File: config.mk
export PLATFORM = sky130hd
export DESIGN_NAME = layer_sequencer
export DESIGN_NICKNAME = d
export VERILOG_FILES = /design/src/rtl/layer_sequencer.sv
export SDC_FILE = /design/constraint.sdc
export NUM_CORES = 2
export LEC_CHECK = 0
export CAP_MARGIN = 20
export CORE_MARGIN = 2
export CORE_UTILIZATION = 45
export DETAILED_ROUTE_END_ITERATION = 8
export GPL_ROUTABILITY_DRIVEN = 0
export HOLD_SLACK_MARGIN = 0.05
export PLACE_DENSITY = 0.63
export SLEW_MARGIN = 10
export SYNTH_ARGS = -nofsm -noshare
export SYNTH_HDL_FRONTEND = slang
export SYNTH_SLANG_ARGS = --single-unit
export TNS_END_PERCENT = 20
File: constraint.sdc
create_clock -name clk -period 79.6 [get_ports clk]
set_input_delay 15.92 -clock clk [delete_from_list [all_inputs] [get_ports clk]]
set_output_delay 15.92 -clock clk [all_outputs]
set_load 0.005 [all_outputs]
File: src/rtl/layer_sequencer.sv
// Inter-layer scheduler: collects per-neuron results into a collect buffer, then
// streams a completed frame one word per handshake while the next frame is collected.
module layer_sequencer #(
  parameter int DATA_WIDTH  = 16,
  parameter int NUM_NEURONS = 30,
  parameter int IDX_WIDTH   = 5
) (
  input  logic                              clk,
  input  logic                              rst,
  input  logic                              soft_rst,
  input  logic [NUM_NEURONS*DATA_WIDTH-1:0] in_data,
  input  logic [NUM_NEURONS-1:0]            in_valid,
  output logic [DATA_WIDTH-1:0]             out_data,
  output logic                              out_valid,
  input  logic                              out_ready,
  output logic                              out_last,
  output logic                              busy,
  output logic                              overrun,
  output logic [15:0]                       frame_count
);

  // state    | meaning
  // S_IDLE   | nothing streaming, waiting for a complete collected frame
  // S_STREAM | presenting stream_buf[idx] to the downstream layer
  typedef enum logic {S_IDLE, S_STREAM} state_t;

  localparam logic [IDX_WIDTH-1:0] LAST_IDX = IDX_WIDTH'(NUM_NEURONS - 1);

  state_t                 state_q, state_d;
  logic [IDX_WIDTH-1:0]   idx_q, idx_d;
  logic [NUM_NEURONS-1:0] collected_q, collected_d;
  logic                   overrun_q, overrun_d;
  logic [15:0]            frame_count_q, frame_count_d;

  logic [DATA_WIDTH-1:0]  coll_buf_q [NUM_NEURONS];
  logic [DATA_WIDTH-1:0]  strm_buf_q [NUM_NEURONS];

  logic                   frame_ready;
  logic                   at_last;
  logic                   handshake;
  logic                   last_hs;
  logic                   transfer;
  logic [NUM_NEURONS-1:0] accept;

  always_comb begin
    frame_ready = &collected_q;
    out_valid   = (state_q == S_STREAM);
    at_last     = (idx_q == LAST_IDX);
    handshake   = out_valid & out_ready;
    last_hs     = handshake & at_last;
    transfer    = frame_ready & ((state_q == S_IDLE) | last_hs);
    // In a transfer cycle the collected bits are being cleared, so every pulse
    // belongs to the next frame.
    accept      = in_valid & (~collected_q | {NUM_NEURONS{transfer}});
  end

  always_comb begin
    state_d       = state_q;
    idx_d         = idx_q;
    collected_d   = collected_q | in_valid;
    overrun_d     = overrun_q;
    frame_count_d = frame_count_q;

    if (!transfer && (|(in_valid & collected_q))) begin
      overrun_d = 1'b1;
    end

    if (last_hs) begin
      frame_count_d = frame_count_q + 16'd1;
    end

    case (state_q)
      S_IDLE: begin
        if (transfer) begin
          state_d = S_STREAM;
          idx_d   = '0;
        end
      end
      S_STREAM: begin
        if (handshake) begin
          if (at_last) begin
            idx_d   = '0;
            state_d = transfer ? S_STREAM : S_IDLE;
          end else begin
            idx_d = idx_q + IDX_WIDTH'(1);
          end
        end
      end
      default: begin
        state_d = S_IDLE;
        idx_d   = '0;
      end
    endcase

    if (transfer) begin
      collected_d = in_valid;
    end
  end

  always_ff @(posedge clk or posedge rst) begin
    if (rst) begin
      state_q       <= S_IDLE;
      idx_q         <= '0;
      collected_q   <= '0;
      overrun_q     <= 1'b0;
      frame_count_q <= 16'd0;
    end else if (soft_rst) begin
      state_q       <= S_IDLE;
      idx_q         <= '0;
      collected_q   <= '0;
      overrun_q     <= 1'b0;
      frame_count_q <= 16'd0;
    end else begin
      state_q       <= state_d;
      idx_q         <= idx_d;
      collected_q   <= collected_d;
      overrun_q     <= overrun_d;
      frame_count_q <= frame_count_d;
    end
  end

  // Stream buffer copies the registered collect buffer, so words latched during
  // the transfer cycle land in the next frame only.
  always_ff @(posedge clk or posedge rst) begin
    if (rst) begin
      for (int k = 0; k < NUM_NEURONS; k++) begin
        coll_buf_q[k] <= '0;
        strm_buf_q[k] <= '0;
      end
    end else if (soft_rst) begin
      for (int k = 0; k < NUM_NEURONS; k++) begin
        coll_buf_q[k] <= '0;
        strm_buf_q[k] <= '0;
      end
    end else begin
      for (int k = 0; k < NUM_NEURONS; k++) begin
        if (accept[k]) begin
          coll_buf_q[k] <= in_data[k*DATA_WIDTH +: DATA_WIDTH];
        end
        if (transfer) begin
          strm_buf_q[k] <= coll_buf_q[k];
        end
      end
    end
  end

  always_comb begin
    out_data    = out_valid ? strm_buf_q[idx_q] : '0;
    out_last    = out_valid & at_last;
    busy        = out_valid | (|collected_q);
    overrun     = overrun_q;
    frame_count = frame_count_q;
  end

endmodule

== Yosys cells after proc, flatten, opt, wreduce, memory -nomap -nowiden ==
Cells that the tools add are included.

* Input port bits: 514
* Word-level logic and storage cells: 205
* Output and inout bits: 36
* Flip-flop bits (word level): 1013

* Bitwise logic cells: 13
* Magnitude comparators: 1
* Reduce and logical (&&, ||, !) cells: 39
* Multiplexer cells: 82
* Add/sub/neg operators: 2
* Equality and inequality tests: 3

{| class="wikitable"
|+ Operator list
! operator !! count
|-
| $mux 16 || 65
|-
| $mux 480 || 2
|-
| $bmux 16 s5 || 1
|-
| $reduce_bool 2->1 || 33
|-
| $and 30x30->30 || 2
|-
| $mux 30 || 2
|-
| $or 30x30->30 || 2
|-
| $reduce_or 30->1 || 2
|-
| $not 30->30 || 1
|-
| $reduce_and 30->1 || 1
|-
| $mux 5 || 4
|-
| $add 16x1->16 const B || 1
|-
| $pmux 5 s2 || 1
|-
| $ge 6x6->1 const B || 1
|-
| $mux 1 || 6
|-
| $not 5->6 || 1
|-
| $add 5x1->5 const B || 1
|-
| $eq 5x5->1 const B || 1
|-
| $and 1x1->1 || 4
|-
| $ne 3x2->1 const B || 1
|-
| $ne 3x3->1 const B || 1
|-
| $or 1x1->1 || 2
|-
| $pmux 1 s2 || 1
|-
| $reduce_and 2->1 || 1
|-
| other kinds (3) || 3
|}

== Depth between registers and ports, before layout ==
* Depth after elaboration: 9
* Depth in mapped cells: 11
* Depth with buffers taken out: 7

== Worst setup path before layout ==
OpenSTA, ideal clock, no wires.

* Path kind: register to output
* Start point: register idx_q[0]
* End point: output out_data[10]
* Required time: 63.680 ns
* Slack: 61.491 ns
* Stages on the path, launching flop included: 6
* Arrival time: 2.189 ns
* Buffers on the path: 2
* Cell sequence: dfrtp_1 -> buf_2 -> buf_1 -> mux4_2 -> a2111oi_0 -> nor3_1

* Cells in the longest elaborated chain, start to end: 5

{| class="wikitable"
|+ Ends and longest elaborated chain
! what !! RTL line !! text
|-
| start: declaration || 30 || <nowiki>logic [IDX_WIDTH-1:0] idx_q, idx_d;</nowiki>
|-
| start signal: assignment || 115 || <nowiki>idx_q <= idx_d;</nowiki>
|-
| $not 5->6 (not written as such) || 148 || <nowiki>out_data = out_valid ? strm_buf_q[idx_q] : '0;</nowiki>
|-
| $bmux 16 s5 || 148 ||
|-
| $mux 16 (not written as such) (2 in series) || 148 ||
|-
| $mux 16 || 148 ||
|-
| end: declaration || 13 || <nowiki>output logic [DATA_WIDTH-1:0] out_data,</nowiki>
|}

No other way between the ends. The select of a mux whose other input is x is not followed.

== Worst setup path after layout ==
* Start point: register idx_q[0]
* End point: output out_data[8]

The elaborated chain is that of the path after synthesis.

==> results_dict.tcl <==
set metrics [dict create \
    fill_cells 8707 \
    postRouteAntennaNets 0 \
    required_ns 63.68 \
    async_flop_share_pct 100 \
    slew_headroom_pct 12.9 \
    cts_hold_buffers 0 \
    path_max_fanout 40 \
    end_kind "output pin" \
    root_buffer "clkbuf_16" \
    fmax_mhz 46.9 \
    grt_pass1_wl_um 219000 \
    final_nets 5179 \
    grt_setup_unrepaired "no" \
    period_share_pct 26.8 \
    leakage_nw 24.6 \
    power_density_nw_per_um2 21.2 \
    synth_area_per_cell_sq_um 10.6 \
    hold_viol 0 \
    drt-pass1-iter-count 6 \
    postCtsSetupRepairBufs 0 \
    setup_viol 0 \
    fin_skew_ns 0.0234 \
    synth_edf_count 0 \
    crit_arrival_ns 5.42 \
    drt_wl_total_um 147000 \
    clock_latency_ns 0.69 \
    synth.ff_latch_count 1013 \
    ys_seq_area_share_pct 56.2 \
    cts_buffers 107 \
    drive_gt1_share_pct 7.58 \
    cts_max_level 3 \
    ir_worst_vdd_uv 14.6 \
    syn_inst 4271 \
    yosysUniqueCellTypes 44 \
    cts_tree "done" \
    first_global_vias 33300 \
    yosysTopAreaCell "dfrtp_1" \
    rows 116 \
    critical_path_class "flip-flop to output pin" \
    drcViolationCount 0 \
    core-area_sq_um 99700 \
    io_buffers 549 \
    routedWlPerCell_um 24.2 \
    drv_cap 0 \
    ios 550 \
    power.total_w 0.00117 \
    post_cts_resized 0 \
    slew_violations 0 \
    setup_tns_ns 0 \
    clk_pin_slew_ns 0.07 \
    synthesis.nets 4788 \
    overflow 0 \
    synth_top_area_share_pct 56.2 \
    yosysWarnings 0 \
    startpoint_type "flip-flop" \
    grt_max_degree 238 \
    final_util_pct 55.3 \
    viasPerCell 5.57 \
    start_util_pct 45.2 \
    drt_iter0_markers 3856 \
    dpl.hpwl_um 102000 \
    hp-class "flip-flop to flip-flop" \
    min_period_ns 21.34 \
    cts_buffer_depth 3 \
    synth_ff_type "dfrtp_1" \
    die_area_sq_um 103000 \
    area_growth_pct 22.2 \
    fp.dieW_um 321 \
    syn-cell-area_sq_um 45100 \
    yosys-top-cells-area "dfrtp_1 56%, mux2i_1 12%, nand2_1 8.1%, a21oi_1 5.7%, mux4_2 4.8%" \
    die_y_um 321 \
    tightestPinTransition_ns 1.31 \
    vias 33800 \
    antenna_found_initial 24 \
    outcome "finished, final reports clean" \
    cts.sinks 1013 \
    grt_use_total_pct 28.5 \
]
-- cell families (layout without fill, tap and decap cells) --
logic type	count (synthesis)	in the layout	synth area share, %
xor gates and xnor gates	11	11	0.214
DFF	1013	1013	56.2
buffers and inverters	315	794	3.15
and+or+nand+nor	1628	1628	14.1
muxes	657	657	17.2
AOI/OAI and AO/OA	644	644	8.98
other	0	16	0
adders and majority gates	3	3	0.0832
-- cell type report --
| type | instances | area, sq um | share of cell area, % |
|---|---|---|---|
| antenna | 16 | 40.0 | 0.0726 |
| clock buffer | 152 | 3160 | 5.73 |
| clock inverter | 45 | 636 | 1.15 |
| inverter | 7 | 33.8 | 0.0613 |
| multi-input combinational | 2943 | 18300 | 33.3 |
| sequential | 1013 | 25400 | 46.0 |
| tap | 1298 | 1620 | 2.95 |
| timing repair buffer | 590 | 5930 | 10.8 |
-- worst paths after layout --
kind	end	cells past startpoint	from	slack, ns
worst max-delay path	out_data[8]	8	idx_q[0]	58.26
worst min-delay path	strm_buf_q[461]	2	coll_buf_q[461]	0.50
worst max register to register	strm_buf_q[5]	10	idx_q[0]	73.23
worst min register to register	strm_buf_q[461]	2	coll_buf_q[461]	0.50
max in group asynchronous	strm_buf_q[164]	5	rst	60.79
min in group asynchronous	frame_count[3]	2	rst	15.72
-- metrics by stage --
stage               hold slack, ns  std cells  cell area [sq um]  setup slack, ns
detailed placement           0.509       5849              51200            59.02
global placement             0.503       5849              51200            59.07
CTS                          0.508       6046              55000            58.28
finish                       0.504       6064              55100            58.26
global route                 0.533       6060              55100            58.07
floorplan                    0.489       4271              45100            35.18
-- layout by cell type (no fill, tap or decap), drive strengths merged, types with 2 or more instances in the layout --
| cell | synthesis | routed |
|---|---|---|
| dfrtp | 1013 | 1013 |
| nand2 | 971 | 971 |
| mux2i | 560 | 560 |
| nor2 | 559 | 559 |
| clkdlybuf4s50 | 0 | 548 |
| a21oi | 518 | 518 |
| clkbuf | 175 | 152 |
| mux4 | 96 | 96 |
| buf | 133 | 42 |
| nor2b | 31 | 31 |
| a41oi | 30 | 30 |
| o21ai | 27 | 27 |
| clkinv | 1 | 20 |
| nor3 | 18 | 18 |
| nand4 | 17 | 17 |
| diode | 0 | 16 |
| a211oi | 16 | 16 |
| o22ai | 16 | 16 |
| a2111oi | 16 | 16 |
| bufinv | 0 | 15 |
| nand3 | 11 | 11 |
| inv | 6 | 10 |
| xor2 | 9 | 9 |
| nor4 | 9 | 9 |
| a22oi | 7 | 7 |
| clkinvlp | 0 | 7 |
| or3 | 4 | 4 |
| a22o | 4 | 4 |
| a221oi | 4 | 4 |
| ha | 3 | 3 |
| and3 | 3 | 3 |
| and4 | 2 | 2 |
| o31ai | 2 | 2 |
| a31oi | 2 | 2 |
| xnor2 | 2 | 2 |
-- state kept, by name, summed over array words and instances (netlist names) --
name and count:
out_valid 1, coll_buf_q 480, frame_count 16, strm_buf_q 480, idx_q 5, overrun 1
collected_q 30
-- cell usage after synthesis (all sizes together) (7+ instances only) --
| cell | n |
|---|---|
| nand2 | 971 |
| mux4 | 96 |
| a22oi | 7 |
| nor4 | 9 |
| mux2i | 560 |
| a211oi | 16 |
| nand3 | 11 |
| clkbuf | 175 |
| a41oi | 30 |
| nor2b | 31 |
| o21ai | 27 |
| xor2 | 9 |
| nor2 | 559 |
| nand4 | 17 |
| a21oi | 518 |
| buf | 133 |
| nor3 | 18 |
| o22ai | 16 |
| dfrtp | 1013 |
| a2111oi | 16 |
-- per-layer routing --
layer,global-route usage [%],vias to the layer above,routed length (um),part of all wire [%]
li1,-,15300,-,-
met1,41.7,17100,65300,44
met2,42.9,1121,66900,46
met3,5.85,207,10800,7.3
met4,7.96,20,3890,2.6
met5,0,-,127,0.086
-- worst max-delay path: stages, from the launching register on --
cell and delay (ns):
dfrtp_4 0.94, buf_4 0.71, buf_4 0.70, mux4_2 0.58, mux2i_1 0.14, nor2_1 0.06, a211oi_1 0.80, nor3_1 0.13
clkdlybuf4s50_1 0.58
-- power by group --
group          internal [W]  switching (W)
logic             0.0000441      0.0000496
clock network      0.000324       0.000212
registers          0.000530      0.0000104
total              0.000898       0.000272
Power figures use the tool's default switching activity.
